<file path="config.mk">
export PLATFORM = sky130hd
export DESIGN_NAME = gth_lane_packer_flat
export DESIGN_NICKNAME = d
export VERILOG_FILES = /design/src/rtl/gth_lane_pkg.sv /design/src/rtl/gth_lane_packer_if.sv /design/src/rtl/gth_word_fifo.sv /design/src/rtl/gth_lane_packer.sv /design/src/flat_wrapper.sv
export SDC_FILE = /design/constraint.sdc
export NUM_CORES = 1
export LEC_CHECK = 0
export BUFFER_PORTS_ARGS = -buffer_cell sky130_fd_sc_hd__buf_2
export CORE_ASPECT_RATIO = 0.7
export CORE_UTILIZATION = 45
export DETAILED_ROUTE_END_ITERATION = 8
export GPL_TIMING_DRIVEN = 0
export PLACE_DENSITY_LB_ADDON = 0.3
export SETUP_SLACK_MARGIN = 0.5
export SYNTH_ARGS = -nofsm -noshare
export SYNTH_HDL_FRONTEND = slang
export SYNTH_HIERARCHICAL = 1
export SYNTH_SLANG_ARGS = --single-unit
</file>
<file path="constraint.sdc">
create_clock -name clk -period 11.31 [get_ports clk]
set_input_delay 2.8275 -clock clk [delete_from_list [all_inputs] [get_ports clk]]
set_output_delay 2.8275 -clock clk [all_outputs]
set_load 0.01 [all_outputs]
</file>
<file path="src/rtl/gth_lane_pkg.sv">
// Shared types and helpers for the GTH lane packer: FSM state encoding,
// default idle symbol, slot placement and saturating counter arithmetic.
package gth_lane_pkg;

   typedef enum logic [1:0] {
      IDLE     = 2'd0,
      WAIT_SOF = 2'd1,
      RUN      = 2'd2
   } state_e;

   // Comma-like idle symbol placed in every slot of an idle word.
   localparam logic [9:0] DEF_IDLE_PATTERN = 10'h17C;

   localparam int CNT_W = 16;

   // Flat slot index of the sample accepted at word position pos for channel ch.
   function automatic int slot_index(input int ch, input int pos, input int spw,
                                     input bit msb_first);
      int k;
      k = msb_first ? (spw - 1 - pos) : pos;
      return ch * spw + k;
   endfunction

   // Increment that sticks at all-ones instead of wrapping.
   function automatic logic [CNT_W-1:0] sat_inc16(input logic [CNT_W-1:0] v);
      return (v == {CNT_W{1'b1}}) ? v : v + CNT_W'(1);
   endfunction

endpackage

</file>
<file path="src/rtl/gth_lane_packer_if.sv">
// Pixel stream input and transceiver user-word output of the lane packer.
// master = upstream driver / transceiver side, slave = packer.
interface gth_lane_packer_if #(
   parameter int NUM_CH           = 3,
   parameter int SAMPLE_W         = 10,
   parameter int SAMPLES_PER_WORD = 2
);
   localparam int IN_W  = NUM_CH * SAMPLE_W;
   localparam int OUT_W = IN_W * SAMPLES_PER_WORD;

   logic             s_valid;
   logic             s_ready;
   logic [IN_W-1:0]  s_data;
   logic             s_sof;

   logic             tx_ce;
   logic [OUT_W-1:0] tx_data;
   logic             tx_is_idle;
   logic             tx_sof;

   modport master (
      output s_valid, s_data, s_sof, tx_ce,
      input  s_ready, tx_data, tx_is_idle, tx_sof
   );

   modport slave (
      input  s_valid, s_data, s_sof, tx_ce,
      output s_ready, tx_data, tx_is_idle, tx_sof
   );
endinterface

</file>
<file path="src/rtl/gth_word_fifo.sv">
// Synchronous first-word-fall-through FIFO for packed transceiver words.
// Level is registered; a push is visible in level/empty on the next cycle.
module gth_word_fifo #(
   parameter int WIDTH = 61,
   parameter int DEPTH = 8,
   parameter int LVL_W = $clog2(DEPTH + 1)
) (
   input  logic             clk,
   input  logic             resetn,
   input  logic             flush,
   input  logic             push,
   input  logic [WIDTH-1:0] wdata,
   input  logic             pop,
   output logic [WIDTH-1:0] head,
   output logic             full,
   output logic             empty,
   output logic [LVL_W-1:0] level
);
   localparam int AW = (DEPTH > 1) ? $clog2(DEPTH) : 1;

   logic [WIDTH-1:0] mem_q [DEPTH];
   logic [AW-1:0]    wr_ptr_q, wr_ptr_d;
   logic [AW-1:0]    rd_ptr_q, rd_ptr_d;
   logic [LVL_W-1:0] level_q, level_d;
   logic             do_push, do_pop;

   assign full    = (level_q == LVL_W'(DEPTH));
   assign empty   = (level_q == '0);
   assign level   = level_q;
   assign head    = mem_q[rd_ptr_q];
   assign do_push = push && !full && !flush;
   assign do_pop  = pop && !empty && !flush;

   // Pointer and level next-state; flush empties the FIFO in one cycle.
   always_comb begin
      wr_ptr_d = wr_ptr_q;
      rd_ptr_d = rd_ptr_q;
      level_d  = level_q;
      if (flush) begin
         wr_ptr_d = '0;
         rd_ptr_d = '0;
         level_d  = '0;
      end else begin
         if (do_push) wr_ptr_d = wr_ptr_q + AW'(1);
         if (do_pop)  rd_ptr_d = rd_ptr_q + AW'(1);
         case ({do_push, do_pop})
            2'b10:   level_d = level_q + LVL_W'(1);
            2'b01:   level_d = level_q - LVL_W'(1);
            default: level_d = level_q;
         endcase
      end
   end

   // Control state registers.
   always_ff @(posedge clk or negedge resetn) begin
      if (!resetn) begin
         wr_ptr_q <= '0;
         rd_ptr_q <= '0;
         level_q  <= '0;
      end else begin
         wr_ptr_q <= wr_ptr_d;
         rd_ptr_q <= rd_ptr_d;
         level_q  <= level_d;
      end
   end

   // Word storage; contents are don't-care until written.
   always_ff @(posedge clk) begin
      if (do_push) mem_q[wr_ptr_q] <= wdata;
   end

endmodule

</file>
<file path="src/rtl/gth_lane_packer.sv">
// Packs SAMPLES_PER_WORD per-channel pixel samples into one transceiver user
// word, buffers words in a FIFO and releases them on tx_ce, substituting idle
// words when nothing is buffered. Tracks frame alignment via s_sof.
module gth_lane_packer
   import gth_lane_pkg::*;
#(
   parameter int                  NUM_CH           = 3,
   parameter int                  SAMPLE_W         = 10,
   parameter int                  SAMPLES_PER_WORD = 2,
   parameter int                  FIFO_DEPTH       = 8,
   parameter logic [SAMPLE_W-1:0] IDLE_PATTERN     = SAMPLE_W'(DEF_IDLE_PATTERN),
   parameter bit                  MSB_FIRST        = 1'b0,
   parameter int                  LVL_W            = $clog2(FIFO_DEPTH + 1)
) (
   input  logic                  clk,
   input  logic                  resetn,
   input  logic                  enable,
   gth_lane_packer_if.slave      bus,
   output logic [LVL_W-1:0]      fifo_level,
   output logic [CNT_W-1:0]      underflow_cnt,
   output logic [CNT_W-1:0]      align_err_cnt
);
   localparam int IN_W   = NUM_CH * SAMPLE_W;
   localparam int WORD_W = IN_W * SAMPLES_PER_WORD;
   localparam int POS_W  = (SAMPLES_PER_WORD > 1) ? $clog2(SAMPLES_PER_WORD) : 1;
   localparam logic [WORD_W-1:0] IDLE_WORD = {(NUM_CH * SAMPLES_PER_WORD){IDLE_PATTERN}};

   state_e            state_q, state_d;
   logic [POS_W-1:0]  pos_q, pos_d;
   logic [WORD_W-1:0] acc_q, acc_d;
   logic              acc_sof_q, acc_sof_d;
   logic [WORD_W-1:0] tx_data_q, tx_data_d;
   logic              tx_idle_q, tx_idle_d;
   logic              tx_sof_q, tx_sof_d;
   logic [CNT_W-1:0]  uf_q, uf_d;
   logic [CNT_W-1:0]  ae_q, ae_d;

   logic              s_ready_c;
   logic              accept;
   logic              take;
   logic [POS_W-1:0]  wpos;
   logic              word_sof;
   logic              push, pop, flush;
   logic [WORD_W:0]   fifo_head;
   logic              fifo_full, fifo_empty;

   // Input handshake: ready only while enabled and with room in RUN.
   always_comb begin
      s_ready_c = 1'b0;
      if (enable) begin
         case (state_q)
            WAIT_SOF: s_ready_c = 1'b1;
            RUN:      s_ready_c = !fifo_full;
            default:  s_ready_c = 1'b0;
         endcase
      end
   end

   assign accept = bus.s_valid && s_ready_c;

   // FSM next state and packer: place accepted samples, detect word completion
   // and realign on an early SOF.
   always_comb begin
      state_d   = state_q;
      pos_d     = pos_q;
      acc_d     = acc_q;
      acc_sof_d = acc_sof_q;
      ae_d      = ae_q;
      take      = 1'b0;
      wpos      = pos_q;
      word_sof  = acc_sof_q;
      push      = 1'b0;
      flush     = 1'b0;

      if (!enable) begin
         state_d = IDLE;
         flush   = 1'b1;
         pos_d   = '0;
      end else begin
         case (state_q)
            IDLE: state_d = WAIT_SOF;
            WAIT_SOF: begin
               if (accept && bus.s_sof) begin
                  take    = 1'b1;
                  wpos    = '0;
                  state_d = RUN;
               end
            end
            RUN: begin
               if (accept) begin
                  take = 1'b1;
                  if (bus.s_sof && (pos_q != '0)) begin
                     wpos = '0;
                     ae_d = sat_inc16(ae_q);
                  end
               end
            end
            default: state_d = IDLE;
         endcase
      end

      if (take) begin
         for (int c = 0; c < NUM_CH; c++) begin
            acc_d[slot_index(c, int'(wpos), SAMPLES_PER_WORD, MSB_FIRST) * SAMPLE_W +: SAMPLE_W]
               = bus.s_data[c * SAMPLE_W +: SAMPLE_W];
         end
         if (wpos == '0) begin
            acc_sof_d = bus.s_sof;
            word_sof  = bus.s_sof;
         end
         if (wpos == POS_W'(SAMPLES_PER_WORD - 1)) begin
            push  = 1'b1;
            pos_d = '0;
         end else begin
            pos_d = wpos + POS_W'(1);
         end
      end
   end

   // Output word selection on transceiver strobes; idle words in RUN count as underflow.
   always_comb begin
      tx_data_d = tx_data_q;
      tx_idle_d = tx_idle_q;
      tx_sof_d  = tx_sof_q;
      uf_d      = uf_q;
      pop       = 1'b0;
      if (bus.tx_ce) begin
         if (!fifo_empty) begin
            pop       = 1'b1;
            tx_data_d = fifo_head[WORD_W-1:0];
            tx_idle_d = 1'b0;
            tx_sof_d  = fifo_head[WORD_W];
         end else begin
            tx_data_d = IDLE_WORD;
            tx_idle_d = 1'b1;
            tx_sof_d  = 1'b0;
            if (enable && (state_q == RUN)) uf_d = sat_inc16(uf_q);
         end
      end
   end

   // Control and output registers.
   always_ff @(posedge clk or negedge resetn) begin
      if (!resetn) begin
         state_q   <= IDLE;
         pos_q     <= '0;
         acc_sof_q <= 1'b0;
         tx_data_q <= IDLE_WORD;
         tx_idle_q <= 1'b1;
         tx_sof_q  <= 1'b0;
         uf_q      <= '0;
         ae_q      <= '0;
      end else begin
         state_q   <= state_d;
         pos_q     <= pos_d;
         acc_sof_q <= acc_sof_d;
         tx_data_q <= tx_data_d;
         tx_idle_q <= tx_idle_d;
         tx_sof_q  <= tx_sof_d;
         uf_q      <= uf_d;
         ae_q      <= ae_d;
      end
   end

   // Partial-word accumulator; only meaningful up to the current position.
   always_ff @(posedge clk) begin
      acc_q <= acc_d;
   end

   gth_word_fifo #(
      .WIDTH (WORD_W + 1),
      .DEPTH (FIFO_DEPTH),
      .LVL_W (LVL_W)
   ) u_fifo (
      .clk    (clk),
      .resetn (resetn),
      .flush  (flush),
      .push   (push),
      .wdata  ({word_sof, acc_d}),
      .pop    (pop),
      .head   (fifo_head),
      .full   (fifo_full),
      .empty  (fifo_empty),
      .level  (fifo_level)
   );

   assign bus.s_ready    = s_ready_c;
   assign bus.tx_data    = tx_data_q;
   assign bus.tx_is_idle = tx_idle_q;
   assign bus.tx_sof     = tx_sof_q;
   assign underflow_cnt  = uf_q;
   assign align_err_cnt  = ae_q;

endmodule

</file>
<file path="src/flat_wrapper.sv">
// flat-port wrapper written by rule: the top's interface ports become plain ports
module gth_lane_packer_flat import gth_lane_pkg::*;
#(
   parameter int                  NUM_CH           = 3,
   parameter int                  SAMPLE_W         = 10,
   parameter int                  SAMPLES_PER_WORD = 2,
   parameter int                  FIFO_DEPTH       = 8,
   parameter logic [SAMPLE_W-1:0] IDLE_PATTERN     = SAMPLE_W'(DEF_IDLE_PATTERN),
   parameter bit                  MSB_FIRST        = 1'b0,
   parameter int                  LVL_W            = $clog2(FIFO_DEPTH + 1)
)
  (clk, resetn, enable, fifo_level, underflow_cnt, align_err_cnt, bus_s_valid, bus_s_data, bus_s_sof, bus_tx_ce, bus_s_ready, bus_tx_data, bus_tx_is_idle, bus_tx_sof);
  gth_lane_packer_if #(.NUM_CH(NUM_CH), .SAMPLE_W(SAMPLE_W), .SAMPLES_PER_WORD(SAMPLES_PER_WORD)) bus_i ();
  input  logic clk;
  input  logic resetn;
  input  logic enable;
  output logic [LVL_W-1:0] fifo_level;
  output logic [CNT_W-1:0] underflow_cnt;
  output logic [CNT_W-1:0] align_err_cnt;
  input wire logic [$bits(bus_i.s_valid)-1:0] bus_s_valid;
  input wire logic [$bits(bus_i.s_data)-1:0] bus_s_data;
  input wire logic [$bits(bus_i.s_sof)-1:0] bus_s_sof;
  input wire logic [$bits(bus_i.tx_ce)-1:0] bus_tx_ce;
  output wire logic [$bits(bus_i.s_ready)-1:0] bus_s_ready;
  output wire logic [$bits(bus_i.tx_data)-1:0] bus_tx_data;
  output wire logic [$bits(bus_i.tx_is_idle)-1:0] bus_tx_is_idle;
  output wire logic [$bits(bus_i.tx_sof)-1:0] bus_tx_sof;
  assign bus_i.s_valid = bus_s_valid;
  assign bus_i.s_data = bus_s_data;
  assign bus_i.s_sof = bus_s_sof;
  assign bus_i.tx_ce = bus_tx_ce;
  assign bus_s_ready = bus_i.s_ready;
  assign bus_tx_data = bus_i.tx_data;
  assign bus_tx_is_idle = bus_i.tx_is_idle;
  assign bus_tx_sof = bus_i.tx_sof;
  gth_lane_packer #(.NUM_CH(NUM_CH), .SAMPLE_W(SAMPLE_W), .SAMPLES_PER_WORD(SAMPLES_PER_WORD), .FIFO_DEPTH(FIFO_DEPTH), .IDLE_PATTERN(IDLE_PATTERN), .MSB_FIRST(MSB_FIRST), .LVL_W(LVL_W)) u_core (.clk(clk), .resetn(resetn), .enable(enable), .bus(bus_i), .fifo_level(fifo_level), .underflow_cnt(underflow_cnt), .align_err_cnt(align_err_cnt));
endmodule
</file>
=== Yosys cells after proc, flatten, opt, wreduce, memory -nomap -nowiden ===
Memories as Yosys holds them, arrays and structs flattened.
Index checks and enable logic that the tools add are counted.

* Reductions and logical operators: 15
* $add $sub $neg: 12
* Shifts and indexed selects: 6
* Equal/unequal tests: 13
* Muxes and demuxes: 38
* Multiply operators: 3
* Bitwise operators: 2

{| class="wikitable"
|+ Operators with widths
! kind !! number
|-
| bitwise mux 60 bit || 3
|-
| variable shift 10 x 33 -> 60 bit, first input constant || 3
|-
| variable part select 10 x 33 -> 60 bit || 3
|-
| 2-to-1 mux 60 bit || 2
|-
| negation 32 -> 33 bit || 3
|-
| multiplier 32 x 4 -> 31 bit, second input constant || 2
|-
| adder 16 x 1 -> 16 bit, second input constant || 2
|-
| equality test 16 bit, second input constant || 2
|-
| 2-to-1 mux 1 bit || 21
|-
| 2-to-1 mux 3 bit || 4
|-
| logical AND 1 bit || 8
|-
| case mux 4 bit (2 select lines) || 1
|-
| adder 3 x 1 -> 3 bit, second input constant || 2
|-
| inequality test 2 x 1 -> 1 bit, second input constant || 3
|-
| case mux 1 bit (2 select lines) || 3
|-
| case mux 2 bit (3 select lines) || 1
|-
| AND reduction 5 bit || 1
|-
| adder 3 x 1 -> 4 bit, first input constant || 1
|-
| adder 4 x 1 -> 4 bit, second input constant || 1
|-
| equality test 2 x 1 -> 1 bit, second input constant || 2
|-
| equality test 2 bit, second input constant || 2
|-
| equality test 4 bit, second input constant || 1
|-
| zero test 4 bit || 1
|-
| multiplier 1 x 3 -> 4 bit, second input constant || 1
|-
| other kinds (13) || 16
|}

* Output and inout bits: 99
* Memories kept: 1
* Flip-flop bits (word level): 168
* Memory bits (writable): 488

{| class="wikitable"
|+ Memories
! name !! words !! width !! rd ports !! clocked after memory_dff !! wr ports !! RTL line !! text
|-
| u_core.u_fifo.mem_q || 8 || 61 || 1 || 0 || 1 || gth_word_fifo.sv:21 || <nowiki>logic [WIDTH-1:0] mem_q [DEPTH];</nowiki>
|}

=== Longest topological paths before layout ===
* Depth after elaboration: 16
* Depth in mapped cells: 17

=== Modules after synthesis ===
Netlist, hierarchy kept.

{| class="wikitable"
|+ By module, submodules not included
! module !! seq. area each (µm²) !! cells an instance !! instances !! area an instance (µm²)
|-
| gth_word_fifo || 14904.3 || 784 || 1 || 18936.9
|-
| gth_lane_packer || 3699.8 || 569 || 1 || 6231.0
|}

=== Least setup slack after synthesis ===
OpenSTA, ideal clock, no wires.

* Path type: input to register
* Start point: input port enable
* End point: memory u_core.u_fifo.mem_q[0][0], enable pin
* Library setup time: 555 ps
* Arrival time: 8356 ps
* Path slack: 2399 ps
* Stages on the path: 9
* Buffers on the path: 3
* Cells stage by stage: buf_2 -> o211a_1 -> nand4_1 -> buf_2 -> inv_1 -> clkbuf_1 -> and3b_1 -> nand2b_1 -> nor3_1

* Cells in the longest elaborated chain, start to end: 12
* Elaborated cells on any way between the ends: 17

{| class="wikitable"
|+ Ends and longest elaborated chain
! item !! RTL line !! text
|-
| start: declaration || flat_wrapper.sv:16 || <nowiki>input logic enable;</nowiki>
|-
| 2-to-1 mux 1 bit * || gth_lane_packer.sv:50 || <nowiki>if (enable) begin</nowiki>
|-
| net bus_s_ready || flat_wrapper.sv:24 || <nowiki>output wire logic [$bits(bus_i.s_ready)-1:0] bus_s_ready;</nowiki>
|-
| logical AND 1 bit * || gth_lane_packer.sv:59 || <nowiki>assign accept = bus.s_valid && s_ready_c;</nowiki>
|-
| logical AND 1 bit || gth_lane_packer.sv:83 || <nowiki>if (accept && bus.s_sof) begin</nowiki>
|-
| 2-to-1 mux 1 bit || gth_lane_packer.sv:83 ||
|-
| case mux 1 bit (2 select lines) || gth_lane_packer.sv:80 || <nowiki>case (state_q)</nowiki>
|-
| 2-to-1 mux 1 bit || gth_lane_packer.sv:75 || <nowiki>if (!enable) begin</nowiki>
|-
| 2-to-1 mux 1 bit || gth_lane_packer.sv:111 || <nowiki>if (wpos == POS_W'(SAMPLES_PER_WORD - 1)) begin</nowiki>
|-
| 2-to-1 mux 1 bit * || gth_lane_packer.sv:102 || <nowiki>if (take) begin</nowiki>
|-
| net u_core.push || gth_lane_packer.sv:43 || <nowiki>logic push, pop, flush;</nowiki>
|-
| logical AND 1 bit * (2 in a row) || gth_word_fifo.sv:31 || <nowiki>assign do_push = push && !full && !flush;</nowiki>
|-
| 2-to-1 mux 1 bit * || gth_word_fifo.sv:69 || <nowiki>if (do_push) mem_q[wr_ptr_q] <= wdata;</nowiki>
|-
| 2-to-1 mux 1 bit (not written as such) * || gth_word_fifo.sv:69 ||
|-
| end: declaration || gth_word_fifo.sv:21 ||
|}

Mark *: on every way through the listed nets, which the timed path passes. The rest lies on a longest branch.

=== Worst setup path in the final report ===
* Start point: input port enable
* End point: output port bus_s_ready

* Cells in the longest elaborated chain, start to end: 1

{| class="wikitable"
|+ Ends and longest elaborated chain
! item !! RTL line
|-
| 2-to-1 mux 1 bit || gth_lane_packer.sv:50
|-
| end: declaration || flat_wrapper.sv:24
|}

No other way between the ends.

==> metrics.md <==
| Metric | Value |
|---|---|
| Mapped Area | `0.0252 mm²` |
| Vias in the first global route | `13161` |
| Longest Clk Path Bufs | `3` |
| Finished Layout Cells | `2367` |
| PD cells | `165 mW/mm²` |
| R2R depth | `17` |
| Commonest non-fill, non-tap cell in the layout | `edfxtp_1` |
| Post-synthesis mux area share | `16.8%` |
| Antenna cell count | `0` |
| Largest family of logic cells by synthesized area | `multiplexers` |
| Fmax achieved | `161 MHz` |
| Chip Width | `285 µm` |
| Core Footprint | `0.0552 mm²` |
| Syn Nets | `1399` |
| Commonest cells after routing, fill and taps aside | `edfxtp_1, buf_2, mux2_2` |
| Required @ worst endpoint | `8480 ps` |
| Port bufs | `133` |
| CP max FO | `9` |
| Vias | `13077` |
| XOR/XNOR Fraction of Synth Area | `1.04%` |
| CTS-repair resized insts | `0` |
| Netlist cell types | `46` |
| H-tree Lvls | `2` |
| Area growth, synth to finish | `16.2%` |
| Post-route minimum period | `6210 ps` |
| Max-slew violations | `0` |
| Grt total ovfl | `0` |
| Initial antenna violation count | `0` |
| Placed Cells | `2255` |
| Slowest CP cell | `o211a_1` |
| Layout cell share with drive strength beyond 1 | `35.3%` |
| Maximum number of pins on one net before global-route repair | `79` |
| Final Hold Fails | `0` |
| Kind of critical path | `in2out` |
| Placed Area | `0.0273 mm²` |
| Number of synthesized register bits | `656` |
| Gpl congestion | `0.741` |
| Wire per inst | `23.6 µm` |
| Post-synthesis async set-or-reset flop share | `16.5%` |
| Residual DRC count | `0` |
| # rows | `72` |
| Worst-Margin Slew | `1100 ps` |
| First-pass GRT wire length | `83800 µm` |
| Detailed Routing Iterations Pass 1 | `5` |
| Lkg Pwr | `10.8 nW` |
| Fin crit share | `54.9%` |
| Hold_buf cts | `0` |
| Ports | `135` |
| DR vias/cell | `5.52` |
| Synth Instances | `1353` |
| CTS root buffer | `clkbuf_16` |
| Worst Hold Depth | `2` |
| Nets | `1622` |
| Critical Path Sink Type | `output port` |
| Final Core Density | `53.0%` |
| Synth Area in Adders | `0.527%` |
| Simple-Gate Fraction of Synth Area | `4.20%` |
| Crit path cell chain | `buf_2 > o211a_1 > buf_2` |
| DP Wirelength | `35600 µm` |
| CTS sink count | `656` |
| Slowest stage delay, CP | `230 ps` |
| Skew final | `27.1 ps` |
| Top_reg_cell synth | `edfxtp_1` |
| Most frequent CP cell | `buf_2` |
| Setup repair bufs after CTS | `0` |
| Post-layout worst setup margin | `5100 ps` |
| Warnings from Yosys | `6` |
| Final ANT Viol Nets | `0` |
| VDD IR max | `0.111 mV` |
| All-Layer GR Usage | `20.0%` |
| Post-synth top area share | `58.2%` |
| Crit path launch type | `input port` |
| Total power | `4.83 mW` |
| Top post-synthesis cells by area | `edfxtp_1, mux4_2, dfrtp_1, mux2_2, dfxtp_1` |
| 1st-iter DRT viols | `1294` |
| DRT Wirelength | `55800 µm` |
| Setup violators final | `0` |
| Cell area after layout | `0.0292 mm²` |
| CTS tree | `yes` |
| Initial Util | `45.6%` |
| RSZ-0062 raised after global routing | `false` |
| Status | `finished clean` |
| CTS buffer count | `59` |
| Sequential fraction of the synthesis area | `73.9%` |
| Slew headroom | `26.9%` |
| Die area | `0.0569 mm²` |
| Synth Area in Compound Gates | `1.91%` |
| Setup TNS | `0 ps` |
| Critical Path AT | `3380 ps` |
| Clock slew at reported path FFs | `60 ps` |
| Synthesized area per cell | `18.6 µm²` |
| Worst Hold Slack | `487 ps` |
| Top cell type by total area after synthesis | `edfxtp_1` |
| Setup WS pre-CTS | `4520 ps` |
| EDFF count, synth | `488` |
| Worst skew pair latency | `610 ps` |
| HP Class | `reg2reg` |
| Die height | `200 µm` |
| Max-Cap Viols | `0` |
==> cell families after synthesis <==
logic type               after synthesis
flip-flops                           656
AND/OR/NAND/NOR                      219
AO/OA/AOI/OAI                         84
buffers and inverters                101
XOR/XNOR                              30
multiplexers                         253
adder cells (fa/ha/maj)               10
==> per-layer routing <==
| metal | track usage, % | vias to the layer above | share of wire, % |
|---|---|---|---|
| met2 | 31.8 | 427 | 47 |
| met3 | 3.84 | 79 | 7.1 |
| met5 | 0 | - | 0 |
| li1 | - | 5706 | - |
| met4 | 4.22 | 0 | 1.7 |
| met1 | 28.8 | 6865 | 44 |
==> registers in the layout, summed over array words and instances, names as in the netlist, 3 cells and up <==
name                    count
u_core/bus.tx_data         60
u_core/u_fifo/rd_ptr_q      3
u_core/underflow_cnt       16
u_core/acc_q               60
u_core/u_fifo/level         4
u_core/align_err_cnt       16
u_core/u_fifo/mem_q       488
u_core/u_fifo/wr_ptr_q      3
==> Yosys cell counts, types with 4 or more instances <==
cell,n
edfxtp_1,488
mux2_2,127
mux4_2,122
nor2_1,108
dfrtp_1,71
dfxtp_1,60
clkbuf_1,46
a21oi_1,45
dfstp_2,37
inv_1,33
nand2_1,27
o21ai_0,26
nand3b_1,23
xnor2_1,23
buf_2,19
nand3_1,16
nand4_1,14
ha_1,9
nand2b_1,7
xor2_1,7
nor2b_1,5
nor3_1,5
and3_1,4
mux2i_1,4
==> area by class of cell <==
cell class                 instances  area (µm²)
fill                            4327       26000
clock buffer                      86        1710
inverter                          33         124
timing repair buffer             162        1150
clock inverter                    26         233
tap                              740         926
sequential                       656       18600
multi-input combinational        596        6210
buffer                            68         288
==> worst max-delay path, delay by kind of cell <==
kind                   cells  cell delay, ps
buffers and inverters      2             330
AOI/OAI and AO/OA          1             230
==> path summary, 6_finish.rpt <==
kind                                             endpoint  slack, ps                   start
min in group asynchronous          u_core/bus.tx_data[10]       2130                  resetn
max in group asynchronous          u_core/bus.tx_data[33]       8400                  resetn
worst min-delay path               u_core/bus.tx_data[44]        490  u_core/bus.tx_data[44]
worst max-delay path                          bus_s_ready       5100                  enable
worst max register to register  u_core/u_fifo/mem_q[0][2]       6440  u_core/u_fifo/level[1]
worst min register to register     u_core/bus.tx_data[44]        490  u_core/bus.tx_data[44]
==> power by group <==
group	total (mW)	internal [mW]	leakage (nW)	switching, mW
clock network	1.99	1.12	0.946	0.873
registers	2.69	2.68	6.92	0.00800
logic	0.146	0.0366	2.93	0.109
total	4.83	3.84	10.8	0.990
No activity file was read; power rests on OpenSTA's default activity.
